--- src/rtl/spi_vec_regs_if.sv ---
// Bus bundle for spi_vec_regs: raw SPI pins, the frame-sync strobe and the
// live register / status outputs. Master side drives SPI and strobe.
interface spi_vec_regs_if #(
    parameter int NREGS = 6,
    parameter int DW    = 18
);
    logic                  i_sclk;
    logic                  i_ss_n;
    logic                  i_mosi;
    logic                  load_if_ready;
    logic [NREGS*DW-1:0]   o_regs;
    logic                  o_pending;
    logic                  o_loaded;
    logic                  o_frame_err;

    modport master (
        output i_sclk, i_ss_n, i_mosi, load_if_ready,
        input  o_regs, o_pending, o_loaded, o_frame_err
    );

    modport slave (
        input  i_sclk, i_ss_n, i_mosi, load_if_ready,
        output o_regs, o_pending, o_loaded, o_frame_err
    );
endinterface

--- src/rtl/spi_vec_regs.sv ---
// SPI-loaded, double-buffered vector register bank. Frames write a
// contiguous run of registers into staging; dirty entries are copied to the
// live outputs only after the frame closes and either the frame-sync strobe
// or the frame's immediate-apply flag allows it.
module spi_vec_regs #(
    parameter int                  NREGS        = 6,
    parameter int                  DW           = 18,
    parameter logic [NREGS*DW-1:0] RESET_VALUES = {18'h00300, 18'h00300, 18'h00000,
                                                   18'h00200, 18'h3FF00, 18'h00000}
) (
    input  logic           clk,
    input  logic           reset,
    spi_vec_regs_if.slave  bus
);
    localparam int              IW        = (NREGS > 1) ? $clog2(NREGS) : 1;
    localparam int              CW        = $clog2(DW);
    localparam logic [7:0]      NREGS8    = 8'(NREGS);
    localparam logic [CW-1:0]   LAST_HDR  = CW'(7);
    localparam logic [CW-1:0]   LAST_WORD = CW'(DW - 1);

    typedef enum logic [1:0] {IDLE, HDR, DATA} state_t;

    logic [2:0]          sclk_sync_q, sclk_sync_d;
    logic [2:0]          ss_sync_q,   ss_sync_d;
    logic [1:0]          mosi_sync_q, mosi_sync_d;
    state_t              state_q,     state_d;
    logic [CW-1:0]       bit_cnt_q,   bit_cnt_d;
    logic [DW-1:0]       shift_q,     shift_d;
    logic [7:0]          idx_q,       idx_d;
    logic                imm_q,       imm_d;
    logic [NREGS*DW-1:0] stg_q,       stg_d;
    logic [NREGS*DW-1:0] live_q,      live_d;
    logic [NREGS-1:0]    dirty_q,     dirty_d;
    logic                pending_q,   pending_d;
    logic                apply_now_q, apply_now_d;
    logic                loaded_q,    loaded_d;
    logic                frame_err_q, frame_err_d;

    logic                sclk_rise, ss_fall, ss_rise, frame_active, mosi_s;
    logic [IW-1:0]       wr_idx;

    // Edge detects use the two oldest synchroniser taps. Frame-active uses
    // the oldest ss_n tap so the commit cycle itself still counts as inside
    // the frame, which keeps apply off until commit has landed.
    assign sclk_rise    = sclk_sync_q[1] & ~sclk_sync_q[2];
    assign ss_fall      = ss_sync_q[2] & ~ss_sync_q[1];
    assign ss_rise      = ~ss_sync_q[2] & ss_sync_q[1];
    assign frame_active = ~ss_sync_q[2];
    assign mosi_s       = mosi_sync_q[1];
    assign wr_idx       = idx_q[IW-1:0];

    assign bus.o_regs      = live_q;
    assign bus.o_pending   = pending_q;
    assign bus.o_loaded    = loaded_q;
    assign bus.o_frame_err = frame_err_q;

    // Next-state: synchronisers, header/word FSM, staging writes, commit, apply.
    always_comb begin
        sclk_sync_d = {sclk_sync_q[1:0], bus.i_sclk};
        ss_sync_d   = {ss_sync_q[1:0], bus.i_ss_n};
        mosi_sync_d = {mosi_sync_q[0], bus.i_mosi};
        state_d     = state_q;
        bit_cnt_d   = bit_cnt_q;
        shift_d     = shift_q;
        idx_d       = idx_q;
        imm_d       = imm_q;
        stg_d       = stg_q;
        live_d      = live_q;
        dirty_d     = dirty_q;
        pending_d   = pending_q;
        apply_now_d = apply_now_q;
        loaded_d    = 1'b0;
        frame_err_d = frame_err_q;

        if (ss_fall) begin
            // New frame: staging and dirty bits survive so frames can merge.
            state_d     = HDR;
            bit_cnt_d   = '0;
            idx_d       = '0;
            imm_d       = 1'b0;
            frame_err_d = 1'b0;
        end else if (ss_rise) begin
            // Commit: any leftover bits are a truncated header/word.
            state_d   = IDLE;
            bit_cnt_d = '0;
            if (state_q != IDLE && bit_cnt_q != '0)
                frame_err_d = 1'b1;
            if (|dirty_q) begin
                pending_d = 1'b1;
                if (imm_q)
                    apply_now_d = 1'b1;
            end
        end else if (frame_active && sclk_rise && state_q != IDLE) begin
            shift_d = {shift_q[DW-2:0], mosi_s};
            case (state_q)
                HDR: begin
                    if (bit_cnt_q == LAST_HDR) begin
                        imm_d     = shift_d[7];
                        idx_d     = {1'b0, shift_d[6:0]};
                        bit_cnt_d = '0;
                        state_d   = DATA;
                    end else begin
                        bit_cnt_d = bit_cnt_q + 1'b1;
                    end
                end
                DATA: begin
                    if (bit_cnt_q == LAST_WORD) begin
                        bit_cnt_d = '0;
                        // Past the last register: drop the word, no wrap.
                        if (idx_q < NREGS8) begin
                            stg_d[(NREGS-1-int'(wr_idx))*DW +: DW] = shift_d;
                            dirty_d[wr_idx] = 1'b1;
                            idx_d = idx_q + 8'd1;
                        end else begin
                            frame_err_d = 1'b1;
                        end
                    end else begin
                        bit_cnt_d = bit_cnt_q + 1'b1;
                    end
                end
                default: state_d = IDLE;
            endcase
        end

        // Apply is exclusive with any staging write because it needs the
        // frame closed; it uses pre-commit pending in a commit cycle.
        if (pending_q && !frame_active && (bus.load_if_ready || apply_now_q)) begin
            for (int i = 0; i < NREGS; i++)
                if (dirty_q[i])
                    live_d[(NREGS-1-i)*DW +: DW] = stg_q[(NREGS-1-i)*DW +: DW];
            dirty_d     = '0;
            pending_d   = 1'b0;
            apply_now_d = 1'b0;
            loaded_d    = 1'b1;
        end
    end

    // State register with asynchronous reset to the documented idle values.
    always_ff @(posedge clk or posedge reset) begin
        if (reset) begin
            sclk_sync_q <= '0;
            ss_sync_q   <= '1;
            mosi_sync_q <= '0;
            state_q     <= IDLE;
            bit_cnt_q   <= '0;
            shift_q     <= '0;
            idx_q       <= '0;
            imm_q       <= 1'b0;
            stg_q       <= RESET_VALUES;
            live_q      <= RESET_VALUES;
            dirty_q     <= '0;
            pending_q   <= 1'b0;
            apply_now_q <= 1'b0;
            loaded_q    <= 1'b0;
            frame_err_q <= 1'b0;
        end else begin
            sclk_sync_q <= sclk_sync_d;
            ss_sync_q   <= ss_sync_d;
            mosi_sync_q <= mosi_sync_d;
            state_q     <= state_d;
            bit_cnt_q   <= bit_cnt_d;
            shift_q     <= shift_d;
            idx_q       <= idx_d;
            imm_q       <= imm_d;
            stg_q       <= stg_d;
            live_q      <= live_d;
            dirty_q     <= dirty_d;
            pending_q   <= pending_d;
            apply_now_q <= apply_now_d;
            loaded_q    <= loaded_d;
            frame_err_q <= frame_err_d;
        end
    end
endmodule

--- src/flat_wrapper.sv ---
// flat-port wrapper written by rule: the top's interface ports become plain ports
module spi_vec_regs_flat 
#(
    parameter int                  NREGS        = 6,
    parameter int                  DW           = 18,
    parameter logic [NREGS*DW-1:0] RESET_VALUES = {18'h00300, 18'h00300, 18'h00000,
                                                   18'h00200, 18'h3FF00, 18'h00000}
)
  (clk, reset, bus_i_sclk, bus_i_ss_n, bus_i_mosi, bus_load_if_ready, bus_o_regs, bus_o_pending, bus_o_loaded, bus_o_frame_err);
  spi_vec_regs_if #(.NREGS(NREGS), .DW(DW)) bus_i ();
  input  logic clk;
  input  logic reset;
  input wire logic [$bits(bus_i.i_sclk)-1:0] bus_i_sclk;
  input wire logic [$bits(bus_i.i_ss_n)-1:0] bus_i_ss_n;
  input wire logic [$bits(bus_i.i_mosi)-1:0] bus_i_mosi;
  input wire logic [$bits(bus_i.load_if_ready)-1:0] bus_load_if_ready;
  output wire logic [$bits(bus_i.o_regs)-1:0] bus_o_regs;
  output wire logic [$bits(bus_i.o_pending)-1:0] bus_o_pending;
  output wire logic [$bits(bus_i.o_loaded)-1:0] bus_o_loaded;
  output wire logic [$bits(bus_i.o_frame_err)-1:0] bus_o_frame_err;
  assign bus_i.i_sclk = bus_i_sclk;
  assign bus_i.i_ss_n = bus_i_ss_n;
  assign bus_i.i_mosi = bus_i_mosi;
  assign bus_i.load_if_ready = bus_load_if_ready;
  assign bus_o_regs = bus_i.o_regs;
  assign bus_o_pending = bus_i.o_pending;
  assign bus_o_loaded = bus_i.o_loaded;
  assign bus_o_frame_err = bus_i.o_frame_err;
  spi_vec_regs #(.NREGS(NREGS), .DW(DW), .RESET_VALUES(RESET_VALUES)) u_core (.clk(clk), .reset(reset), .bus(bus_i));
endmodule
--- config.mk ---
export PLATFORM = sky130hd
export DESIGN_NAME = spi_vec_regs_flat
export DESIGN_NICKNAME = d
export VERILOG_FILES = /design/src/rtl/spi_vec_regs_if.sv /design/src/rtl/spi_vec_regs.sv /design/src/flat_wrapper.sv
export SDC_FILE = /design/constraint.sdc
export NUM_CORES = 1
export LEC_CHECK = 0
export CORE_MARGIN = 4
export CORE_UTILIZATION = 53
export DETAILED_ROUTE_END_ITERATION = 6
export HOLD_SLACK_MARGIN = 0.1
export PLACE_DENSITY = 0.77
export SLEW_MARGIN = 20
export SYNTH_ARGS = -nofsm -noshare
export SYNTH_HDL_FRONTEND = slang
export SYNTH_SLANG_ARGS = --single-unit
--- constraint.sdc ---
create_clock -name clk -period 9.13 [get_ports clk]
set_input_delay 1.3695 -clock clk [delete_from_list [all_inputs] [get_ports clk]]
set_output_delay 1.3695 -clock clk [all_outputs]
set_load 0.01 [all_outputs]
== Yosys cells after proc, flatten, opt, wreduce, memory -nomap -nowiden ==
Index checks and enable logic that the tools add are counted.

* Register bits: 267
* Output and inout bits: 111

* Add/subtract/negate cells: 4
* $mul: 1
* Magnitude comparators: 3
* Equality and inequality tests: 14
* Shift-type cells: 2
* Muxes and demuxes: 50
* Bitwise gates (word level): 9
* Reductions and logical operators: 41

{| class="wikitable"
|+ Operators with widths
! kind !! count
|-
| $bwmux W108 || 1
|-
| $shift A18 B33 Y108 const A || 1
|-
| $shiftx A18 B33 Y108 || 1
|-
| $mux W8 || 6
|-
| $mux W6 || 7
|-
| $neg A32 Y33 || 1
|-
| $mul A32 B5 Y31 const B || 1
|-
| $mux W5 || 5
|-
| $mux W1 || 23
|-
| $reduce_bool A2 Y1 || 11
|-
| $reduce_and A6 Y1 || 3
|-
| $pmux W8 S2 || 1
|-
| $ne A3 B1 Y1 const B || 5
|-
| $reduce_and A2 Y1 || 7
|-
| $reduce_bool A3 Y1 || 4
|-
| $pmux W5 S2 || 1
|-
| $reduce_and A3 Y1 || 3
|-
| $add A8 B1 Y8 const B || 1
|-
| $lt A8 B3 Y1 const B || 1
|-
| $mux W2 || 4
|-
| $reduce_and A4 Y1 || 2
|-
| $logic_and A1 B1 Y1 || 6
|-
| $or A6 B6 Y6 || 1
|-
| $reduce_or A6 Y1 || 1
|-
| other kinds (20) || 27
|}

== Logic depth before layout (Yosys ltp) ==
Gate-level depths: netlist of run 1.

* Depth in word-level cells: 12
* Gate-level depth with buffers: 15
* Mapped depth without buffers: 12

== Worst setup path after synthesis of run 1 ==
OpenSTA, ideal clock, no wires.

* Path type: register -> register
* From: register u_core.idx_q[0]
* To: register u_core.stg_q[62]
* Data arrival time: 4.436 ns
* Required time: 9.005 ns
* Path slack: 4.569 ns
* Cell stages (with the launch flop): 16
* Period minus slack after synthesis: 4.561 ns
* Cell sequence: dfrtp_1 -> buf_2 -> clkinv_1 -> ha_1 -> buf_6 -> nand3b_1 -> or3_1 -> or3_1 -> ha_1 -> nor4_1 -> nand4_1 -> nor3_2 -> buf_2 -> nand4_1 -> o32ai_1 -> mux2_2

* Cells in the longest elaborated chain, start to end: 5

{| class="wikitable"
|+ RTL lines
! what !! RTL line !! source
|-
| from (decl) || spi_vec_regs.sv:29 || <nowiki>logic [7:0] idx_q, idx_d;</nowiki>
|-
| from (signal assigned) || spi_vec_regs.sv:163 || <nowiki>idx_q <= idx_d;</nowiki>
|-
| $sub A3 B3 Y4 || spi_vec_regs.sv:111 || <nowiki>stg_d[(NREGS-1-int'(wr_idx))*DW +: DW] = shift_d;</nowiki>
|-
| $mul A32 B5 Y31 || spi_vec_regs.sv:111 ||
|-
| $neg A32 Y33 || spi_vec_regs.sv:111 ||
|-
| $shiftx A18 B33 Y108 / $shift A18 B33 Y108 (equally long branches) || spi_vec_regs.sv:111 ||
|-
| $bwmux W108 || spi_vec_regs.sv:111 ||
|-
| to (signal assigned) || spi_vec_regs.sv:165 || <nowiki>stg_q <= stg_d;</nowiki>
|-
| to (decl) || spi_vec_regs.sv:31 || <nowiki>logic [NREGS*DW-1:0] stg_q, stg_d;</nowiki>
|}

Parallel ways exist; a longest one is shown, timed or not.
A chain may end at the register's enable or synchronous reset.

== Worst setup path in the final report of run 1 ==
* From: register u_core.idx_q[1]
* To: register u_core.stg_q[55]

Same word-level chain as after synthesis.

==> results of run 1 <==
## power groups by stage
stage | Sequential, uW | Combinational (uW) | Clock, uW
2_1_floorplan | 1280 | 1360 | 0
3_3_place_gp | 1300 | 1910 | 0
3_5_place_dp | 1300 | 1920 | 0
4_1_cts | 1280 | 1930 | 1270
5_1_grt | 1290 | 2100 | 1330
6_report | 1280 | 2010 | 1260
## layout by cell type, fill, tap and decap left out, types with 4 or more instances in the layout
master             n
dfrtp_1          234
mux2_2           233
clkdlybuf4s50_1  116
nand2_1           98
nor2_1            54
nand3_1           51
o22ai_1           40
o21ai_0           35
dfstp_2           33
a21oi_1           31
ha_1              30
clkbuf_16         27
nor3_1            21
inv_1             17
buf_4             16
mux2i_1           15
a21o_1            14
nor4_1            12
o31ai_1           10
nand4_1           10
nand2b_1          10
mux4_2            10
o32ai_1           10
or3_1              9
nor2b_1            7
a31oi_1            7
or2_2              7
bufinv_16          7
o21a_1             6
and3_1             6
or4_1              6
clkbuf_8           6
nand4b_1           5
clkbuf_1           5
a211oi_1           4
nor4bb_1           4
o211ai_1           4
and2_1             4
a2bb2oi_1          4
## how the worst max path moves through the flow
stage | slack [ns] | to | start
after CTS | 3.78 | u_core.stg_q[55]$_DFFE_PP0P_ | u_core.idx_q[1]$_DFFE_PP0P_
final | 3.66 | u_core.stg_q[55]$_DFFE_PP0P_ | u_core.idx_q[1]$_DFFE_PP0P_
after global routing | 3.40 | u_core.stg_q[1]$_DFFE_PP0P_ | u_core.idx_q[1]$_DFFE_PP0P_
after detailed placement | 3.79 | u_core.stg_q[55]$_DFFE_PP0P_ | u_core.idx_q[1]$_DFFE_PP0P_
after global placement | 3.98 | u_core.stg_q[0]$_DFFE_PP0P_ | u_core.idx_q[1]$_DFFE_PP0P_
after floorplan | 0.46 | u_core.apply_now_q$_DFFE_PP0P_ | reset
## flip-flops by register name, indices dropped and copies added (netlist names)
name                    count
u_core.bus.o_regs         108
u_core.stg_q              108
u_core.shift_q             17
u_core.idx_q                8
u_core.dirty_q              6
u_core.bit_cnt_q            5
u_core.sclk_sync_q          3
u_core.ss_sync_q            3
u_core.mosi_sync_q          2
u_core.state_q              2
u_core.apply_now_q          1
u_core.bus.o_frame_err      1
u_core.bus.o_loaded         1
u_core.bus.o_pending        1
u_core.imm_q                1
## per-stage QoR
stage	cell area, sq um	total power (uW)	setup WS (ns)	std cells	hold slack (ns)
floorplan	13600	2650	0.461	1168	0.331
global placement	15000	3200	3.98	1567	0.335
detailed placement	15000	3220	3.79	1567	0.336
CTS	16100	4480	3.78	1617	0.350
global route	16100	4710	3.40	1617	0.358
finish	16100	4550	3.66	1617	0.348
## layout make-up
| class | count | area [sq um] |
|---|---|---|
| clock buffer | 38 | 777 |
| clock inverter | 12 | 241 |
| fill | 1919 | 9120 |
| inverter | 19 | 78.8 |
| multi-input combinational | 819 | 6550 |
| sequential | 267 | 6720 |
| tap | 330 | 413 |
| timing repair buffer | 132 | 1280 |
## worst max-delay path: cells and delay by family, from the launching register on
kind | cells | cell delay [ns]
fa+ha+maj | 3 | 1.19
compound gates | 1 | 0.30
flops | 1 | 0.53
simple gates | 7 | 3.04
mux | 1 | 0.29
## routing by layer
| layer | vias to the layer above | part of all wire | track usage |
|---|---|---|---|
| li1 | 4502 | - | - |
| met1 | 5071 | 0.42 | 0.360 |
| met2 | 497 | 0.46 | 0.415 |
| met3 | 108 | 0.089 | 0.0564 |
| met4 | 0 | 0.032 | 0.0706 |
| met5 | - | 0 | 0 |
## cells by family (layout without fill, tap and decap cells)
| logic type | Yosys count | count (layout) | share of synthesized area |
|---|---|---|---|
| and+or+nand+nor | 327 | 327 | 0.124 |
| DFF | 267 | 267 | 0.495 |
| muxes | 258 | 258 | 0.221 |
| AOI/OAI and AO/OA | 195 | 195 | 0.0980 |
| buffers and inverters | 82 | 201 | 0.0288 |
| adders and majority gates | 30 | 30 | 0.0276 |
| xor gates and xnor gates | 9 | 9 | 0.00635 |
==> impl_metrics.env, run 1 <==
export IMPL_root_buffer="clkbuf_16"
export IMPL_postSynthAreaPerCell_sq_um=11.6
export IMPL_cts_sinks=267
export IMPL_grt_antenna_before_repair=0
export IMPL_wl_microns=37000
export IMPL_synth_ff_type="dfrtp_1"
export IMPL_grt_max_degree=145
export IMPL_clockBufferDepth=3
export IMPL_tightest_slew_ns=1.21
export IMPL_pwr_share_seq=0.281
export IMPL_end_kind="flip-flop"
export IMPL_die_h_microns=168
export IMPL_ios=117
export IMPL_grt_ovfl_total=0
export IMPL_hold_viol_final=0
export IMPL_final_layout_size_suffix_gt1_frac=0.286
export IMPL_maxCapViolCount=0
export IMPL_slew_headroom=0.186
export IMPL_netlist_instances=1168
export IMPL_fin_util=0.638
export IMPL_critPathLaunchType="flip-flop"
export IMPL_synth_most_common_cell="dfrtp_1"
export IMPL_drv_slew=0
export IMPL_clk_latency_ns=0.55
export IMPL_place_port_buffers=116
export IMPL_synth_seq_cells=267
export IMPL_ant_nets=0
export IMPL_switching_share=0.428
export IMPL_area_growth_pct=18.2
export IMPL_grt_pass1_vias=10100
export IMPL_yosys_area_top_type_share=0.431
export IMPL_synth_edf_count=0
export IMPL_hold_start="u_core.sclk_sync_q[0]$_DFF_PP0_"
export IMPL_hpwl_microns=25900
export IMPL_worstRegToRegCells=12
export IMPL_cts_resized=0
export IMPL_path_cells="ha_1 > ha_1 > nand3b_1 > or3_1 > or2_2 > ha_1 > nor4bb_1 > nand4_1 > nor3_2 > a31oi_1 > or3_1 > mux2_2"
export IMPL_cts_buffers=27
export IMPL_synth_area_top_cells="dfrtp_1 (43%), mux2_2 (19%), dfstp_2 (6.4%)"
export IMPL_cp_common_cell="ha_1"
export IMPL_power_density_mw_per_mm2=283
export IMPL_yosysSeqAreaShare=0.495
export IMPL_clkTransAtPathRegs_ns=0.07
export IMPL_drtIter0Drc=1243
export IMPL_yosys_warnings=0
export IMPL_p_leak_uw=0.00723
export IMPL_max_stage_delay_ns=0.83
export IMPL_final_nets=1302
export IMPL_dr_pass1_iters=6
export IMPL_r2r_setup_slack_ns=3.66
export IMPL_cp_slowest_cell="nor3_2"
export IMPL_synth_cell_types=77
export IMPL_period_share=0.599
export IMPL_clock_fmax_ghz=0.183
export IMPL_synth_common_cells="dfrtp_1 (234), mux2_2 (233), nand2_1 (98)"
export IMPL_syn_nets=1204
export IMPL_power_internal_uw=2600
export IMPL_die_w_microns=168
export IMPL_cts_hold_buf=0
export IMPL_power_switching_uw=1950
export IMPL_core_area_sq_mm=0.0252
export IMPL_grt_pass1_wl_microns=58700
export IMPL_place_gp_congestion=1.03
export IMPL_htreeDepth=1
export IMPL_rsz0062_at_grt="no"
export IMPL_dieArea_sq_mm=0.0283
export IMPL_skew_ns=0.0169
export IMPL_initial_utilization=0.540
export IMPL_placementRows=58
export IMPL_hold_depth=0
export IMPL_post_cts_setup_buffers=0
export IMPL_status="finished clean"
export IMPL_cts_tree="done"
export IMPL_netlist_top_cell_by_area="dfrtp_1"
export IMPL_combPwrFrac=0.442
export IMPL_cp_required_ns=9.56
export IMPL_critPathMaxFanout=11
export IMPL_synth_area_sq_mm=0.0136
export IMPL_ir_drop_uv=190
export IMPL_grtUsageTotal=0.259
export IMPL_pwr_share_clk=0.277
export IMPL_async_flop_share=1.00
export IMPL_hp_class="reg -> reg"
export IMPL_crit_arrival_ns=5.90
export IMPL_fin_setup_tns_ns=0
export IMPL_hold_end="u_core.sclk_sync_q[1]$_DFF_PP0_"
export IMPL_r2r_start="u_core.idx_q[1]$_DFFE_PP0P_"
export IMPL_post_route_min_period_ns=5.47
export IMPL_via_count=10200
export IMPL_wl_per_cell_microns=22.9
export IMPL_setup_viol_count_final=0
export IMPL_critPathKind="reg -> reg"
export IMPL_post_drt_via_cell_ratio=6.29
export IMPL_diodes=0
export IMPL_r2r_end="u_core.stg_q[55]$_DFFE_PP0P_"
export IMPL_drc=0
No activity file was read; power rests on OpenSTA's default activity.
==> run 2: changes to the inputs <==
--- a/config.mk
+++ b/config.mk
@@ -6,10 +6,10 @@
 export NUM_CORES = 1
 export LEC_CHECK = 0
 export CORE_MARGIN = 4
-export CORE_UTILIZATION = 53
+export CORE_UTILIZATION = 55
 export DETAILED_ROUTE_END_ITERATION = 6
 export HOLD_SLACK_MARGIN = 0.1
-export PLACE_DENSITY = 0.77
+export PLACE_DENSITY = 0.76
 export SLEW_MARGIN = 20
 export SYNTH_ARGS = -nofsm -noshare
 export SYNTH_HDL_FRONTEND = slang
==> constraint.sdc (replaced) <==
create_clock -name clk -period 5.35 [get_ports clk]
set_input_delay 0.8025 -clock clk [delete_from_list [all_inputs] [get_ports clk]]
set_output_delay 0.8025 -clock clk [all_outputs]
set_load 0.01 [all_outputs]
==> impl_metrics.env, run 2 (synthesis results as in run 1) <==
export IMPL_status="finished clean"
export IMPL_p_leak_uw=0.00726
export IMPL_power_internal_uw=4270
export IMPL_grt_pass1_vias=10200
export IMPL_end_kind="flip-flop"
export IMPL_power_total_uw=7670
export IMPL_maxCapViolCount=0
export IMPL_grt_max_degree=100
export IMPL_max_stage_delay_ns=0.60
export IMPL_cp_required_ns=5.78
export IMPL_cp_slowest_cell="nor4_1"
export IMPL_hold_end="u_core.sclk_sync_q[1]$_DFF_PP0_"
export IMPL_critPathKind="reg -> reg"
export IMPL_place_gp_congestion=1.03
export IMPL_r2r_start="u_core.idx_q[1]$_DFFE_PP0P_"
export IMPL_slew_headroom=0.248
export IMPL_area_growth_pct=18.4
export IMPL_whs_ns=0.343
export IMPL_clockBufferDepth=3
export IMPL_critPathMaxFanout=11
export IMPL_period_share=0.942
export IMPL_final_layout_size_suffix_gt1_frac=0.295
export IMPL_hpwl_microns=26800
export IMPL_post_cts_setup_buffers=0
export IMPL_worstRegToRegCells=12
export IMPL_rsz0062_at_grt="yes"
export IMPL_grtUsageTotal=0.273
export IMPL_root_buffer="clkbuf_16"
export IMPL_crit_arrival_ns=5.47
export IMPL_fin_setup_tns_ns=0
export IMPL_hp_class="reg -> reg"
export IMPL_hold_viol_final=0
export IMPL_clkTransAtPathRegs_ns=0.06
export IMPL_layout_common_cells="dfrtp_1 (234), mux2_2 (233), clkdlybuf4s50_1 (116)"
export IMPL_r2r_setup_slack_ns=0.31
export IMPL_power_switching_uw=3390
export IMPL_combPwrFrac=0.458
export IMPL_critPathLaunchType="flip-flop"
export IMPL_grt_antenna_before_repair=0
export IMPL_post_drt_via_cell_ratio=6.23
export IMPL_cts_sinks=267
export IMPL_clk_latency_ns=0.57
export IMPL_place_port_buffers=116
export IMPL_fin_util=0.662
export IMPL_drtIter0Drc=1298
export IMPL_cp_common_cell="ha_1"
export IMPL_mostFrequentLayoutCell="dfrtp_1"
export IMPL_die_h_microns=165
export IMPL_wl_microns=37000
export IMPL_ir_drop_uv=324
export IMPL_htreeDepth=1
export IMPL_cts_tree="done"
export IMPL_r2r_end="u_core.stg_q[1]$_DFFE_PP0P_"
export IMPL_path_cells="ha_1 > ha_1 > nand3b_1 > or3_1 > or2_2 > ha_1 > nor4bb_1 > nand4_1 > o22ai_1 > nand3_1 > nor4_1 > mux2_2"
export IMPL_die_w_microns=165
export IMPL_ant_nets=0
export IMPL_hold_depth=0
export IMPL_drv_slew=0
export IMPL_dieArea_sq_mm=0.0273
export IMPL_placementRows=57
export IMPL_skew_ns=0.0299
export IMPL_hold_start="u_core.sclk_sync_q[0]$_DFF_PP0_"
export IMPL_pwr_share_seq=0.285
export IMPL_clock_fmax_ghz=0.198
export IMPL_grt_ovfl_total=0
export IMPL_post_route_min_period_ns=5.04
export IMPL_switching_share=0.443
export IMPL_wl_per_cell_microns=22.8
export IMPL_tightest_slew_ns=1.12
export IMPL_via_count=10100
export IMPL_setup_viol_count_final=0
export IMPL_grt_pass1_wl_microns=58000
export IMPL_final_nets=1314
export IMPL_power_density_mw_per_mm2=476
export IMPL_dr_pass1_iters=6
export IMPL_ios=117
export IMPL_initial_utilization=0.559
export IMPL_pwr_share_clk=0.257
export IMPL_drc=0
export IMPL_core_area_sq_mm=0.0243
export IMPL_cts_buffers=28
[run 2: cell types whose count changed in the layout (fill, tap and decap cells not counted), sizes merged, moves of 3 or more]
cell / previous run / this run
buf: 16 / 27
clkinv: 4 / 12
bufinv: 7 / 2
clkbuf: 38 / 35
[run 2: worst max path at each step]
stage,start,end
after floorplan,u_core.idx_q[0]$_DFFE_PP0P_,u_core.stg_q[62]$_DFFE_PP0P_
after global placement,u_core.idx_q[1]$_DFFE_PP0P_,u_core.stg_q[15]$_DFFE_PP0P_
after detailed placement,u_core.idx_q[1]$_DFFE_PP0P_,u_core.stg_q[14]$_DFFE_PP0P_
after CTS,u_core.idx_q[1]$_DFFE_PP0P_,u_core.stg_q[14]$_DFFE_PP0P_
after global routing,u_core.idx_q[1]$_DFFE_PP0P_,u_core.stg_q[1]$_DFFE_PP0P_
final,u_core.idx_q[1]$_DFFE_PP0P_,u_core.stg_q[1]$_DFFE_PP0P_
[run 2: through the flow]
step                cell area [sq um]  worst slack, ns  cells
finish                          16100            0.309   1625
detailed placement              15100            0.308   1572
global placement                15100            0.430   1572
CTS                             16100            0.291   1624
global route                    16100           0.0110   1624
floorplan                       13600            0.789   1168
[run 2: critical path, delay by kind of cell (launching register included)]
family	cells	cell delay, ns
fa+ha+maj	3	1.13
simple gates	7	2.34
compound gates	1	0.52
flops	1	0.54
mux	1	0.40
[run 2: power groups by stage]
| stage | Clock [uW] | Sequential, uW | Combinational [uW] |
|---|---|---|---|
| global route | 2100 | 2190 | 3680 |
| global placement | 0 | 2210 | 3310 |
| finish | 1970 | 2180 | 3510 |
| detailed placement | 0 | 2220 | 3320 |
| floorplan | 0 | 2190 | 2330 |
| CTS | 2010 | 2180 | 3340 |
[run 2: metal layers]
metal | up-vias | GRT usage | wire, microns
met5 | - | 0 | 0
met3 | 121 | 0.0606 | 3150
met1 | 4954 | 0.378 | 15500
met4 | 0 | 0.105 | 1560
li1 | 4527 | - | -
met2 | 517 | 0.424 | 16800
[run 2: area by class of cell]
| class | count | area, sq um |
|---|---|---|
| Fill cell | 1807 | 8230 |
| Sequential cell | 267 | 6720 |
| Multi-Input combinational cell | 819 | 6540 |
| Timing Repair Buffer | 143 | 1390 |
| Clock buffer | 35 | 777 |
| Tap cell | 324 | 405 |
| Clock inverter | 17 | 181 |
| Inverter | 19 | 75.1 |
| Antenna cell | 1 | 2.50 |
[run 2: what timing repair did]
| item | CTS | global route |
|---|---|---|
| gates resized for setup | 0 | 2 |
| endpoints found under the setup margin | 0 | 15 |
| hold buffers | 0 | 0 |
==> run 3: changes to the inputs <==
--- a/config.mk
+++ b/config.mk
@@ -8,8 +8,10 @@
 export CORE_MARGIN = 4
 export CORE_UTILIZATION = 55
 export DETAILED_ROUTE_END_ITERATION = 6
+export GPL_ROUTABILITY_DRIVEN = 0
 export HOLD_SLACK_MARGIN = 0.1
 export PLACE_DENSITY = 0.76
+export SKIP_LAST_GASP = 1
 export SLEW_MARGIN = 20
 export SYNTH_ARGS = -nofsm -noshare
 export SYNTH_HDL_FRONTEND = slang
==> impl_metrics.env, run 3 (synthesis results as in run 1) <==
export IMPL_status="finished, violations left"
export IMPL_violations="design-rule violations"
export IMPL_cp_top_family="simple AND/OR/NAND/NOR gates"
export IMPL_critPathMaxFanout=11
export IMPL_final_nets=1314
export IMPL_mostFrequentLayoutCell="dfrtp_1"
export IMPL_power_switching_uw=3260
export IMPL_cts_sinks=267
export IMPL_nFillCells=1813
export IMPL_wl_microns=35300
export IMPL_core_area_sq_mm=0.0243
export IMPL_r2r_end="u_core.stg_q[15]$_DFFE_PP0P_"
export IMPL_crit_start="u_core.idx_q[1]$_DFFE_PP0P_"
export IMPL_ios=117
export IMPL_combPwrFrac=0.459
export IMPL_maxCapViolCount=0
export IMPL_drc=21
export IMPL_cp_required_ns=5.78
export IMPL_htreeDepth=1
export IMPL_slew_headroom=0.216
export IMPL_ir_drop_uv=392
export IMPL_pre_cts_slack_ns=0.305
export IMPL_hold_viol_final=0
export IMPL_grtUsageTotal=0.258
export IMPL_p_leak_uw=0.00722
export IMPL_initial_utilization=0.559
export IMPL_critPathKind="reg -> reg"
export IMPL_post_drt_via_cell_ratio=6.34
export IMPL_cts_tree="done"
export IMPL_ant_nets=0
export IMPL_clock_fmax_ghz=0.193
export IMPL_layout_common_cells="dfrtp_1 (234), mux2_2 (233), clkdlybuf4s50_1 (116)"
export IMPL_clkTransAtPathRegs_ns=0.07
export IMPL_final_layout_size_suffix_gt1_frac=0.292
export IMPL_r2r_setup_slack_ns=0.17
export IMPL_area_growth_pct=17.7
export IMPL_end_kind="flip-flop"
export IMPL_r2r_start="u_core.idx_q[1]$_DFFE_PP0P_"
export IMPL_power_density_mw_per_mm2=469
export IMPL_setup_slack_ns=0.171
export IMPL_pwr_share_clk=0.251
export IMPL_post_cts_setup_buffers=0
export IMPL_grt_ovfl_total=0
export IMPL_diodes=0
export IMPL_pwr_share_seq=0.290
export IMPL_crit_path_end="u_core.stg_q[15]$_DFFE_PP0P_"
export IMPL_grt_pass1_vias=10100
export IMPL_rsz0062_at_grt="yes"
export IMPL_grt_pass1_wl_microns=55800
export IMPL_path_cells="ha_1 > ha_1 > nand3b_1 > or3_1 > or2_2 > ha_1 > nor4bb_1 > nand4_1 > nor3_2 > a21oi_1 > o32ai_1 > mux2_2"
export IMPL_clk_latency_ns=0.55
export IMPL_cp_common_cell="ha_1"
export IMPL_root_buffer="clkbuf_16"
export IMPL_path_buf_inv=0
export IMPL_grt_max_degree=189
export IMPL_cts_hold_buf=0
export IMPL_hp_class="reg -> reg"
export IMPL_cp_depth=12
export IMPL_die_w_microns=165
export IMPL_via_count=10300
export IMPL_switching_share=0.434
export IMPL_cp_slowest_cell="nor3_2"
export IMPL_crit_arrival_ns=5.61
export IMPL_period_share=0.968
export IMPL_cts_buffers=27
export IMPL_clockBufferDepth=3
export IMPL_grt_antenna_before_repair=0
export IMPL_placementRows=57
export IMPL_die_h_microns=165
export IMPL_skew_ns=0.0340
export IMPL_post_route_min_period_ns=5.18
export IMPL_dieArea_sq_mm=0.0273
export IMPL_max_stage_delay_ns=0.60
export IMPL_drtIter0Drc=1545
export IMPL_hpwl_microns=25300
export IMPL_dr_pass1_iters=7
export IMPL_setup_viol_count_final=0
export IMPL_wl_per_cell_microns=21.8
export IMPL_critPathLaunchType="flip-flop"
export IMPL_power_internal_uw=4250
export IMPL_worstRegToRegCells=12
export IMPL_place_port_buffers=116
export IMPL_tightest_slew_ns=1.17
export IMPL_drv_slew=0
export IMPL_fin_setup_tns_ns=0
[run 3: cell count changes in the layout (fill, tap and decap cells not counted), moves of 2 or more]
cell and delta:
buf_4 +2, nor3_4 -2, nor3_2 +2, clkinvlp_4 +2, clkbuf_1 +2, clkinv_2 -3
[run 3: timing repair]
item / CTS / global route
endpoints found under the hold margin: 0 / 0
endpoints found under the setup margin: 0 / 7
gates resized for setup: 0 / 0
[run 3: through the flow]
step | instance area [sq um] | total power, uW | util | hold WS (ns) | std cells
after floorplan | 13600 | 4520 | - | 0.331 | 1168
after global placement | 15100 | 5430 | 0.621 | 0.338 | 1573
after detailed placement | 15100 | 5470 | 0.621 | 0.336 | 1573
after CTS | 16000 | 7360 | 0.658 | 0.349 | 1623
after global routing | 16000 | 7810 | 0.658 | 0.361 | 1623
final | 16000 | 7510 | 0.658 | 0.346 | 1623
[run 3: how the worst min path moves through the flow]
| stage | from | endpoint | slack, ns | cells after the start |
|---|---|---|---|---|
| 2_1_floorplan | u_core.mosi_sync_q[0]$_DFF_PP0_ | u_core.mosi_sync_q[1]$_DFF_PP0_ | 0.33 | 0 |
| 3_3_place_gp | u_core.sclk_sync_q[0]$_DFF_PP0_ | u_core.sclk_sync_q[1]$_DFF_PP0_ | 0.34 | 0 |
| 3_5_place_dp | u_core.mosi_sync_q[0]$_DFF_PP0_ | u_core.mosi_sync_q[1]$_DFF_PP0_ | 0.34 | 0 |
| 4_1_cts | u_core.mosi_sync_q[0]$_DFF_PP0_ | u_core.mosi_sync_q[1]$_DFF_PP0_ | 0.35 | 0 |
| 5_1_grt | u_core.ss_sync_q[0]$_DFF_PP1_ | u_core.ss_sync_q[1]$_DFF_PP1_ | 0.36 | 0 |
| 6_report | u_core.mosi_sync_q[0]$_DFF_PP0_ | u_core.mosi_sync_q[1]$_DFF_PP0_ | 0.35 | 0 |
[run 3: layout make-up]
| type | instances | area (sq um) | share of cell area |
|---|---|---|---|
| flip-flops and latches | 267 | 6720 | 0.420 |
| multi-input cells | 819 | 6510 | 0.407 |
| repair buffers | 144 | 1380 | 0.0865 |
| clock buffers | 36 | 759 | 0.0475 |
| well taps | 324 | 405 | 0.0253 |
| clock inverters | 14 | 143 | 0.00892 |
| inverters | 19 | 75.1 | 0.00469 |
[run 3: per-layer routing]
metal / up-vias / share of wire / global-route usage
li1: 4530 / - / -
met2: 566 / 0.45 / 0.393
met1: 5038 / 0.41 / 0.362
met3: 155 / 0.097 / 0.0576
met5: - / 0 / 0
met4: 0 / 0.045 / 0.0994
[run 3: worst register-to-register path: cells and delay by family (launching register included)]
family          cells  cell delay [ns]
compound gates      2             0.83
fa+ha+maj           3             1.02
flops               1             0.52
mux                 1             0.40
simple gates        6             2.32
[run 3: power groups by stage]
stage / logic [uW] / registers [uW] / clock network (uW)
4_1_cts: 3270 / 2180 / 1910
6_report: 3440 / 2180 / 1890
3_5_place_dp: 3260 / 2210 / 0
5_1_grt: 3610 / 2190 / 2010
2_1_floorplan: 2330 / 2190 / 0
3_3_place_gp: 3230 / 2210 / 0
